## config.mk

```make
export PLATFORM = sky130hd
export DESIGN_NAME = bcd_display_mux
export DESIGN_NICKNAME = d
export VERILOG_FILES = /design/src/rtl/bcd_display_mux_pkg.sv /design/src/rtl/bcd_display_mux_bcd_to_seg7.sv /design/src/rtl/bcd_display_mux.sv
export SDC_FILE = /design/constraint.sdc
export NUM_CORES = 1
export LEC_CHECK = 0
export BUFFER_PORTS_ARGS = -buffer_cell sky130_fd_sc_hd__buf_4
export CAP_MARGIN = 15
export CORE_MARGIN = 2
export CORE_UTILIZATION = 60
export CTS_BUF_LIST = sky130_fd_sc_hd__clkbuf_4 sky130_fd_sc_hd__clkbuf_8 sky130_fd_sc_hd__clkbuf_16
export DETAILED_ROUTE_END_ITERATION = 16
export PLACE_DENSITY_LB_ADDON = 0.05
export SYNTH_ARGS = -nofsm -noshare
export SYNTH_HDL_FRONTEND = slang
export SYNTH_SLANG_ARGS = --single-unit
```

## constraint.sdc

```tcl
create_clock -name clk -period 2.6 [get_ports clk]
set_input_delay 0.26 -clock clk [delete_from_list [all_inputs] [get_ports clk]]
set_output_delay 0.26 -clock clk [all_outputs]
set_load 0.01 [all_outputs]
```

## src/rtl/bcd_display_mux_pkg.sv

```systemverilog
`default_nettype none
// ============================================================================
// Module   : bcd_display_mux_pkg
// Purpose  : Shared constants for the 2-digit seven-segment display driver:
//            active-low segment patterns ({g,f,e,d,c,b,a}), active-low anode
//            enables and the scan-slot type.
// Ports    : (package, none)
// Revision : 1.0 - initial release
// ============================================================================
package bcd_display_mux_pkg;

  // Segment patterns, active-low, bit order {g,f,e,d,c,b,a}
  localparam logic [6:0] SEG_0     = 7'h40;
  localparam logic [6:0] SEG_1     = 7'h79;
  localparam logic [6:0] SEG_2     = 7'h24;
  localparam logic [6:0] SEG_3     = 7'h30;
  localparam logic [6:0] SEG_4     = 7'h19;
  localparam logic [6:0] SEG_5     = 7'h12;
  localparam logic [6:0] SEG_6     = 7'h02;
  localparam logic [6:0] SEG_7     = 7'h78;
  localparam logic [6:0] SEG_8     = 7'h00;
  localparam logic [6:0] SEG_9     = 7'h10;
  localparam logic [6:0] SEG_DASH  = 7'h3F;
  localparam logic [6:0] SEG_BLANK = 7'h7F;

  // Digit enables, active-low: an[0]=units, an[1]=tens
  localparam logic [1:0] AN_UNITS = 2'b10;
  localparam logic [1:0] AN_TENS  = 2'b01;
  localparam logic [1:0] AN_OFF   = 2'b11;

  // Which digit the scan is currently lighting
  typedef enum logic {
    SLOT_UNITS = 1'b0,
    SLOT_TENS  = 1'b1
  } slot_e;

endpackage : bcd_display_mux_pkg
`default_nettype wire

```

## src/rtl/bcd_display_mux_bcd_to_seg7.sv

```systemverilog
`default_nettype none
// ============================================================================
// Module   : bcd_to_seg7
// Purpose  : Combinational 4-bit code to active-low seven-segment pattern.
//            Codes 10-15 produce a dash.
// Ports    : code [3:0] in  - digit code
//            seg  [6:0] out - {g,f,e,d,c,b,a}, active-low
// Revision : 1.0 - initial release
// ============================================================================
module bcd_to_seg7
  import bcd_display_mux_pkg::*;
(
  input  logic [3:0] code,
  output logic [6:0] seg
);

  always_comb begin
    seg = SEG_DASH;
    case (code)
      4'd0:    seg = SEG_0;
      4'd1:    seg = SEG_1;
      4'd2:    seg = SEG_2;
      4'd3:    seg = SEG_3;
      4'd4:    seg = SEG_4;
      4'd5:    seg = SEG_5;
      4'd6:    seg = SEG_6;
      4'd7:    seg = SEG_7;
      4'd8:    seg = SEG_8;
      4'd9:    seg = SEG_9;
      default: seg = SEG_DASH;
    endcase
  end

endmodule : bcd_to_seg7
`default_nettype wire

```

## src/rtl/bcd_display_mux.sv

```systemverilog
`default_nettype none
// ============================================================================
// Module   : bcd_display_mux
// Purpose  : Drives a 2-digit multiplexed common-anode seven-segment display
//            from the timer's BCD digits. Frame-synchronous capture (no
//            tearing), leading-zero blanking, dash for invalid codes, blink
//            of "00" and a one-cycle expiry pulse.
// Ports    : clk        in   system clock, rising edge
//            reset      in   asynchronous active-low reset
//            q0  [3:0]  in   units digit
//            q1  [2:0]  in   tens digit
//            blink_en   in   blink while the latched value is 00
//            seg [6:0]  out  segments {g,f,e,d,c,b,a}, active-low, registered
//            an  [1:0]  out  digit enables, active-low, registered
//            expired    out  one-cycle pulse when latched value becomes 00
// Revision : 1.0 - initial release
// ============================================================================
module bcd_display_mux
  import bcd_display_mux_pkg::*;
#(
  parameter int REFRESH_DIV = 50000,
  parameter int BLINK_DIV   = 25000000,
  parameter int BLANK_LZ    = 1
) (
  input  logic       clk,
  input  logic       reset,
  input  logic [3:0] q0,
  input  logic [2:0] q1,
  input  logic       blink_en,
  output logic [6:0] seg,
  output logic [1:0] an,
  output logic       expired
);

  localparam int RCW = (REFRESH_DIV > 1) ? $clog2(REFRESH_DIV) : 1;
  localparam int BCW = (BLINK_DIV > 1) ? $clog2(BLINK_DIV) : 1;
  localparam logic [RCW-1:0] REFRESH_LAST = RCW'(REFRESH_DIV - 1);
  localparam logic [BCW-1:0] BLINK_LAST   = BCW'(BLINK_DIV - 1);

  logic [RCW-1:0] refresh_cnt;
  slot_e          sel;
  logic [3:0]     units_sh;
  logic [2:0]     tens_sh;
  logic [BCW-1:0] blink_cnt;
  logic           blink_vis;

  logic           refresh_wrap;
  logic           frame_end;
  logic           shadow_zero;
  logic           blink_active;
  logic           expire_now;
  logic [3:0]     dec_code;
  logic [6:0]     dec_seg;
  logic [6:0]     seg_next;
  logic [1:0]     an_next;

  assign refresh_wrap = (refresh_cnt == REFRESH_LAST);
  // Capture only at the end of the tens slot so a whole frame shows one value
  assign frame_end    = refresh_wrap && (sel == SLOT_TENS);
  assign shadow_zero  = (units_sh == 4'd0) && (tens_sh == 3'd0);
  assign blink_active = blink_en && shadow_zero;
  assign expire_now   = frame_end && !shadow_zero && (q0 == 4'd0) && (q1 == 3'd0);

  // Tens code 7 is out of range for a seconds timer; remap it to a dash code
  always_comb begin
    dec_code = units_sh;
    if (sel == SLOT_TENS) begin
      dec_code = (tens_sh == 3'd7) ? 4'hF : {1'b0, tens_sh};
    end
  end

  bcd_to_seg7 u_dec (
    .code (dec_code),
    .seg  (dec_seg)
  );

  // blink_en is used directly so dropping it un-blanks on the very next edge
  always_comb begin
    seg_next = dec_seg;
    an_next  = (sel == SLOT_TENS) ? AN_TENS : AN_UNITS;
    if (blink_active && !blink_vis) begin
      seg_next = SEG_BLANK;
      an_next  = AN_OFF;
    end else if ((sel == SLOT_TENS) && (BLANK_LZ != 0) && (tens_sh == 3'd0)) begin
      seg_next = SEG_BLANK;
      an_next  = AN_OFF;
    end
  end

  always_ff @(posedge clk or negedge reset) begin
    if (!reset) begin
      refresh_cnt <= '0;
      sel         <= SLOT_UNITS;
      units_sh    <= 4'd0;
      tens_sh     <= 3'd0;
      blink_cnt   <= '0;
      blink_vis   <= 1'b1;
      seg         <= SEG_BLANK;
      an          <= AN_OFF;
      expired     <= 1'b0;
    end else begin
      if (refresh_wrap) begin
        refresh_cnt <= '0;
        sel         <= (sel == SLOT_UNITS) ? SLOT_TENS : SLOT_UNITS;
      end else begin
        refresh_cnt <= refresh_cnt + 1'b1;
      end

      if (frame_end) begin
        units_sh <= q0;
        tens_sh  <= q1;
      end

      if (blink_active) begin
        if (blink_cnt == BLINK_LAST) begin
          blink_cnt <= '0;
          blink_vis <= ~blink_vis;
        end else begin
          blink_cnt <= blink_cnt + 1'b1;
        end
      end else begin
        blink_cnt <= '0;
        blink_vis <= 1'b1;
      end

      seg     <= seg_next;
      an      <= an_next;
      expired <= expire_now;
    end
  end

endmodule : bcd_display_mux
`default_nettype wire

```

---- Yosys cells after proc, flatten, opt, wreduce, memory -nomap -nowiden ----
Memories as Yosys holds them, arrays and structs flattened.
Cells that the tools add are included.
storage, ports and cells
  register bits after elaboration ......... 60
  bits in read-only memories .............. 112
  bits of input ports ..................... 10
  logic and storage cells ................. 44
  memories kept ........................... 1
operators by class
  add/subtract/negate cells ............... 2
  equality and inequality tests ........... 4
  multiplexer cells ....................... 13
  bitwise gates (word level) .............. 1
  reductions and logical operators ........ 14
memories
  name              depth  bits a word  read ports  clocked after Yosys merged registers in  wr ports  line                               text
  (name not given)  16     7            1           0                                        0         bcd_display_mux_bcd_to_seg7.sv:19  case (code)
operators with widths
  cell                                           number
  2-to-1 mux 25 bit                              2
  adder 25 x 1 -> 25 bit, second input constant  1
  == test 25 bit, second input constant          1
  adder 16 x 1 -> 16 bit, second input constant  1
  == test 16 bit, second input constant          1
  2-to-1 mux 16 bit                              1
  2-to-1 mux 7 bit                               2
  logical AND 1 bit                              8
  logical NOT 4 bit                              2
  2-to-1 mux 4 bit                               2
  logical NOT 3 bit                              2
  2-to-1 mux 2 bit                               3
  == test 3 bit, second input constant           1
  2-to-1 mux 1 bit                               3
  logical NOT 1 bit                              2
  != test 2 x 1 -> 1 bit, second input constant  1
  inverter 1 bit                                 1

---- Longest topological paths before layout ----
Gate-level depths: netlist of the first run.
  depth in word-level cells ............... 6
  gate-level depth with buffers ........... 7
  depth with buffers taken out ............ 6

---- Hierarchy ----
A second synthesis of the first run with hierarchy kept.
second synthesis, totals
  cell total of the unflattened synthesis .. 298
  area, all modules ....................... 3,066.7 µm²
by module, submodules not included
  module           instances  cells each  area an instance (µm²)  seq. area each (µm²)
  bcd_display_mux  1          267         2,826.5                 1,514.0
  bcd_to_seg7      1          31          240.2                   0.0

---- Least setup slack after synthesis of the first run ----
OpenSTA, ideal clock, no wires.
  path type ............................... register to register
  from .................................... reg blink_cnt[10]
  to ...................................... reg blink_cnt[23]
  arrival ................................. 1,845 ps
  data required time ...................... 2,527 ps
  setup slack ............................. 682 ps
  stages on the path, launching flop included .. 7
  path buffers ............................ 2
  clock period less this slack ............ 1,918 ps
  path through ............................ dfrtp_1 > buf_2 > nand3_1 > or4_4 > buf_6 > or4_4 > a21oi_2
between the ends
  longest elaborated chain between the ends .. 3
RTL lines
  what                                                      line                                            text
  start: declaration                                        bcd_display_mux.sv:44                           logic [BCW-1:0] blink_cnt;
  start signal: assignment                                  bcd_display_mux.sv:119                          blink_cnt <= blink_cnt + 1'b1;
  adder 25 x 1 -> 25 bit or == test 25 bit (tied branches)  bcd_display_mux.sv:119, bcd_display_mux.sv:115
  2-to-1 mux 25 bit *                                       bcd_display_mux.sv:115                          if (blink_cnt == BLINK_LAST) begin
  2-to-1 mux 25 bit *                                       bcd_display_mux.sv:114                          if (blink_active) begin
Every way passes the cells marked *; elsewhere a longest branch is shown, timed or not.
A chain may end at the register's enable or synchronous reset.

---- Worst setup path after layout of the first run ----
  from .................................... reg refresh_cnt[0]
  to ...................................... reg sel
between the ends
  longest elaborated chain between the ends .. 1
RTL lines
  what                      line                    text
  start: declaration        bcd_display_mux.sv:40   logic [RCW-1:0] refresh_cnt;
  start signal: assignment  bcd_display_mux.sv:106  refresh_cnt <= refresh_cnt + 1'b1;
  == test 16 bit            bcd_display_mux.sv:57   assign refresh_wrap = (refresh_cnt == REFRESH_LAST);
  end signal: assignment    bcd_display_mux.sv:104  sel <= (sel == SLOT_UNITS) ? SLOT_TENS : SLOT_UNITS;
  end: declaration          bcd_display_mux.sv:41   slot_e sel;
No other way between the ends.

==> impl_metrics.tcl, run 1 <==
set metrics [dict create \
    leakagePower_nw 1.37 \
    yosysTopAreaCell "dfrtp_1" \
    insertion_delay_ps 340 \
    holdBufCountCts 0 \
    routed_via_density 5.95 \
    start_util_pct 62.3 \
    cts_buffers 9 \
    cts_sinks 60 \
    drive_gt1_share_pct 21.7 \
    skew_ps 9.52 \
    finalHoldViolCount 9 \
    grtUsageTotal_pct 23.6 \
    peakVddDrop_mv 0.512 \
    worstSetupPathType "flip-flop to flip-flop" \
    p_per_area_nw_per_um2 617 \
    die-width_um 74.0 \
    crit_family "simple AND/OR/NAND/NOR gates" \
    overflow 0 \
    cp_data_arrival_time_ps 2340 \
    post_cts_buffers 0 \
    hpwl_um 3730 \
    wire_per_inst_um 15.0 \
    slew_headroom_pct 50.9 \
    cp_max_fo 10 \
    synth_edf_count 0 \
    required_ps 2860 \
    critPathSlowestCell "or4b_2" \
    grt_max_degree 61 \
    rows 25 \
    clkSlewWorstSetupHoldPaths_ps 70 \
    grt_setup_unrepaired "no" \
    cts_resized 0 \
    synth_area_um2 2940 \
    path_cells "ha_1 -> nand3_1 -> or4b_2 -> nor3_4 -> xor2_1" \
    hold_class "input pin to async pin" \
    nNetsFinal 322 \
    vias 2266 \
    coreArea_um2 4720 \
    portBuffers 19 \
    syn2layout_area_growth_pct 15.8 \
    placed_cell_area_um2 3150 \
    ys_warn_count 0 \
    io_pins 20 \
    setup.worst_path.start_class "flip-flop" \
    drtIter0Drc 162 \
    synthTopCellsByCount "50 x dfrtp_1, 29 x nor2_1, 18 x nand2_1, 18 x nand3_1, 15 x xnor2_1" \
    status "finished with violations" \
    synthTopCellsByArea "dfrtp_1 43%, dfstp_2 8.9%, xnor2_1 4.5%, xor2_1 3.9%, nor2_1 3.7%" \
    drtAntennaViolNets 0 \
    fin_tns_setup_ps 0 \
    cp_num_buf_inv 0 \
    grt_pass1_vias 2156 \
    root_buffer "clkbuf_8" \
    holdWs_ps -33.4 \
    tightest_slew_ps 737 \
    slew_violations 0 \
    synth_cells 284 \
    cp-end-kind "flip-flop" \
    syn-num-nets 297 \
    fin_crit_ps 2080 \
    max_cap_viol_count 0 \
    die_h_um 74.0 \
    cts_tree "yes" \
    wl_um 5710 \
    setup_viol 0 \
    min_period_over_period_pct 79.9 \
    antenna_cells 0 \
    synth_area_per_cell_um2 10.4 \
    fmax_ghz 0.481 \
    clock_path_buffers 2 \
    antenna_found_initial 0 \
    dieArea_um2 5480 \
    synth_seq_cells 60 \
    cpPeakStageDelay_ps 680 \
    grt_pass1_wl_um 9830 \
    synth_most_common_cell "dfrtp_1" \
    yosysUniqueCellTypes 41 \
    ys_seq_area_share_pct 51.5 \
    async_flop_share_pct 100 \
    drcViolationCount 0 \
    dr.pass1.iters 4 \
    violations "hold timing" \
    place.gp.congestion 0.848 \
    synth_top_area_share_pct 42.5 \
    htree_num_levels 3 \
    stdcell_area_um2 3410 \
    ys.flop_type "dfrtp_1" \
]
flip-flops by register name, indices dropped and copies added (netlist names):
| register | count |
|---|---|
| expired | 1 |
| blink_cnt | 25 |
| tens_sh | 3 |
| seg | 7 |
| sel | 1 |
| an | 2 |
| blink_vis | 1 |
| refresh_cnt | 16 |
| units_sh | 4 |
metal layers:
layer  wire length [um]  global-route usage [%]  vias to the layer above  share of wire [%]
met5                  0                       0                        -                  0
met4                107                    11.1                        0                1.9
met3                214                    4.88                       10                3.8
met2               2680                    35.8                       53                 47
met1               2710                    32.6                     1118                 47
li1                   -                       -                     1085                  -
cell type report:
class / count / area, um2
Clock buffer: 12 / 159
Clock inverter: 4 / 95.1
Fill cell: 352 / 1320
Inverter: 11 / 41.3
Multi-Input combinational cell: 206 / 1360
Sequential cell: 60 / 1510
Tap cell: 67 / 83.8
Timing Repair Buffer: 21 / 158
final timing paths:
kind | from | end | slack (ps) | cells after the start
worst max-delay path | refresh_cnt[0]$_DFF_PN0_ | sel$_DFFE_PN0N_ | 520 | 5
worst min-delay path | reset | tens_sh[2]$_DFFE_PN0P_ | -30 | 1
worst max register to register | refresh_cnt[0]$_DFF_PN0_ | sel$_DFFE_PN0N_ | 520 | 5
worst min register to register | refresh_cnt[0]$_DFF_PN0_ | refresh_cnt[0]$_DFF_PN0_ | 470 | 1
max in group asynchronous | reset | refresh_cnt[4]$_DFF_PN0_ | 2130 | 1
min in group clk | q1[1] | tens_sh[1]$_DFFE_PN0P_ | 160 | 2
logic make-up (layout without fill, tap and decap cells):
logic type	Yosys count	after routing	share of synthesized area, %
flip-flops	60	60	51.5
AO/OA/AOI/OAI	35	35	7.49
multiplexers	11	11	4.08
XOR/XNOR	28	28	8.34
adder cells (fa/ha/maj)	3	3	1.28
AND/OR/NAND/NOR	129	129	24.7
buffers and inverters	18	48	2.64
report_power, final:
group	internal, W	switching (W)	total [W]	leakage [nW]
Sequential	0.000954	0.00000766	0.000962	0.773
Combinational	0.0000332	0.0000455	0.0000787	0.465
Clock	0.000698	0.000361	0.00106	0.130
per-stage QoR:
step / total power [W] / setup WS, ps / hold slack [ps] / std cells / utilization, %
3_5_place_dp: 0.00106 / 562 / 374 / 365 / 66.7
5_1_grt: 0.00217 / 375 / 29.7 / 381 / 72.1
2_1_floorplan: 0.00101 / 682 / -35.6 / 284 / -
4_1_cts: 0.00212 / 526 / 13.9 / 381 / 72.1
3_3_place_gp: 0.00106 / 599 / 372 / 365 / 66.7
6_report: 0.00210 / 522 / -33.4 / 381 / 72.1
layout by cell type, fill, tap and decap left out, types with 2 or more instances in the layout:
master     count
and3_1         3
inv_1         11
mux2_2         8
or4_1          8
xor2_1        13
a31o_2         2
mux2i_1        3
or3_1          3
nand2b_1       2
nand4_1       14
or4_4          3
ha_1           3
nand3_1       18
and4_1         3
nor4_1        12
clkbuf_8      11
a21oi_1       12
xnor2_1       15
nand2_1       18
dfstp_2       10
bufinv_16      3
dfrtp_1       50
o21ai_0        6
buf_4         21
nor2_1        29
o31ai_1        8
nor3_1         7
a21oi_2        2
No activity file was read; power rests on OpenSTA's default activity.
==> run 2: changes to the inputs <==
==> constraint.sdc (replaced) <==
create_clock -name clk -period 2.2 [get_ports clk]
set_input_delay 0.22 -clock clk [delete_from_list [all_inputs] [get_ports clk]]
set_output_delay 0.22 -clock clk [all_outputs]
set_load 0.01 [all_outputs]
==> run 2 against run 1 <==
First-iteration DRC count down 4.3%; power grew 14%; the flow now finishes without violations; largest power group unchanged; register-to-register slack lost 340 ps; sequential share of layout area fell by 0.18 points; wire length down 2.4%.
==> impl_metrics.tcl, run 2 (synthesis gave the netlist of run 1 again) <==
set metrics [dict create \
    worstSetupPathType "flip-flop to flip-flop" \
    reg2regPathDepth 5 \
    cts_buffers 9 \
    grtUsageTotal_pct 23.4 \
    slew_violations 0 \
    tightest_slew_ps 725 \
    r2r_start "refresh_cnt[0]$_DFF_PN0_" \
    clkSlewWorstSetupHoldPaths_ps 70 \
    worstReg2RegEnd "sel$_DFFE_PN0N_" \
    status "finished clean" \
    overflow 0 \
    drtAntennaViolNets 0 \
    wl_um 5570 \
    drive_gt1_share_pct 22.3 \
    cp-end-kind "flip-flop" \
    max_cap_viol_count 0 \
    coreArea_um2 4720 \
    crit_path_end "sel$_DFFE_PN0N_" \
    nNetsFinal 326 \
    holdPathStages 2 \
    stdcell_area_um2 3420 \
    drtIter0Drc 155 \
    die-width_um 74.0 \
    fin_crit_ps 2020 \
    wire_per_inst_um 14.5 \
    p_per_area_nw_per_um2 700 \
    largest_reg_flops 25 \
    dieArea_um2 5480 \
    highest_layer "met4" \
    clockPowerShare_pct 48.6 \
    dr.pass1.iters 4 \
    mostFrequentLayoutCell "dfrtp_1" \
    syn2layout_area_growth_pct 16.2 \
    fin_tns_setup_ps 0 \
    skew_ps 7.89 \
    cp_max_fo 10 \
    vias 2192 \
    portBuffers 19 \
    switching_share_pct 20.9 \
    rrSetupSlack_ps 180 \
    nFillCells 359 \
    peakVddDrop_mv 0.448 \
    min_period_over_period_pct 91.7 \
    grt_pass1_wl_um 9650 \
    p_seq_share_pct 47.5 \
    hpwl_um 3700 \
    place.gp.congestion 0.879 \
    die_h_um 74.0 \
    grt_max_degree 61 \
    finalHoldViolCount 0 \
    grt_pass1_vias 2113 \
    crit_start "refresh_cnt[0]$_DFF_PN0_" \
    cts_sinks 60 \
    grt_setup_unrepaired "no" \
    root_buffer "clkbuf_8" \
    power_frac_comb_pct 3.9 \
    met2WireLength_um 2560 \
    htree_num_levels 3 \
    insertion_delay_ps 340 \
    m1WireLength_um 2760 \
    cp_data_arrival_time_ps 2290 \
    clock_path_buffers 2 \
    required_ps 2470 \
    cts_tree "yes" \
    wl_met3_um 160 \
    io_pins 20 \
    holdWs_ps 117 \
    slew_headroom_pct 51.7 \
    fmax_ghz 0.496 \
    post_cts_buffers 0 \
    rows 25 \
    final_cell_mix "50 x dfrtp_1, 29 x nor2_1, 24 x buf_4, 18 x nand2_1, 18 x nand3_1" \
    p_switching_w 0.000500 \
    p_int_w 0.00190 \
    reg_top3 "blink_cnt x25, refresh_cnt x16, seg x7" \
    leakagePower_nw 1.38 \
    drcViolationCount 0 \
    start_util_pct 62.3 \
    setup.worst_path.start_class "flip-flop" \
    top_register "blink_cnt" \
    antenna_cells 0 \
    placed_cell_area_um2 3170 \
    hold_class "input pin to flip-flop" \
    setup_viol 0 \
    antenna_found_initial 0 \
    routed_via_density 5.69 \
]
==> run 2: per-stage QoR <==
step	setup slack [ps]	total power [W]	instances	util, %
floorplan	282	0.00119	284	-
global placement	206	0.00125	368	67.2
detailed placement	166	0.00125	368	67.2
CTS	145	0.00242	385	72.4
global route	36.1	0.00248	385	72.4
finish	182	0.00240	385	72.4
==> run 2: how the worst min path moves through the flow <==
stage	startpoint	to	slack, ps
final	q1[2]	tens_sh[2]$_DFFE_PN0P_	120
after global routing	q0[3]	units_sh[3]$_DFFE_PN0P_	110
after CTS	q1[2]	tens_sh[2]$_DFFE_PN0P_	110
after detailed placement	reset	tens_sh[2]$_DFFE_PN0P_	330
after global placement	reset	tens_sh[2]$_DFFE_PN0P_	330
after floorplan	reset	blink_cnt[0]$_DFF_PN0_	-80
==> run 2: cell type report <==
class / count / area, um2 / share of cell area [%]
clock buffers: 12 / 165 / 4.83
repair buffers: 25 / 190 / 5.56
multi-input cells: 206 / 1360 / 39.6
clock inverters: 4 / 70.1 / 2.05
inverters: 11 / 41.3 / 1.21
well taps: 67 / 83.8 / 2.45
flip-flops and latches: 60 / 1510 / 44.3
==> run 2: repair_timing <==
action                    CTS  global route
hold endpoints to repair   50             0
gates resized for setup     0             0
hold buffers                1             0
==> run 2: metal layers <==
metal | GRT usage (%) | vias up
met5 | 0 | -
met4 | 9.70 | 0
met3 | 6.78 | 7
met2 | 34.6 | 24
met1 | 32.4 | 1065
li1 | - | 1096
==> run 2: worst max-delay path: stages (launching register included) <==
cell     delay (ps)
dfrtp_1         370
ha_1            220
nand3_1         130
or4b_2          670
nor3_4          390
xor2_1          170
==> run 2: power groups by stage <==
stage	registers, W	logic [W]	clock network, W
global placement	0.00116	0.0000938	0
CTS	0.00114	0.0000966	0.00118
detailed placement	0.00116	0.0000951	0
global route	0.00114	0.000108	0.00123
finish	0.00114	0.0000943	0.00116
floorplan	0.00116	0.0000310	0
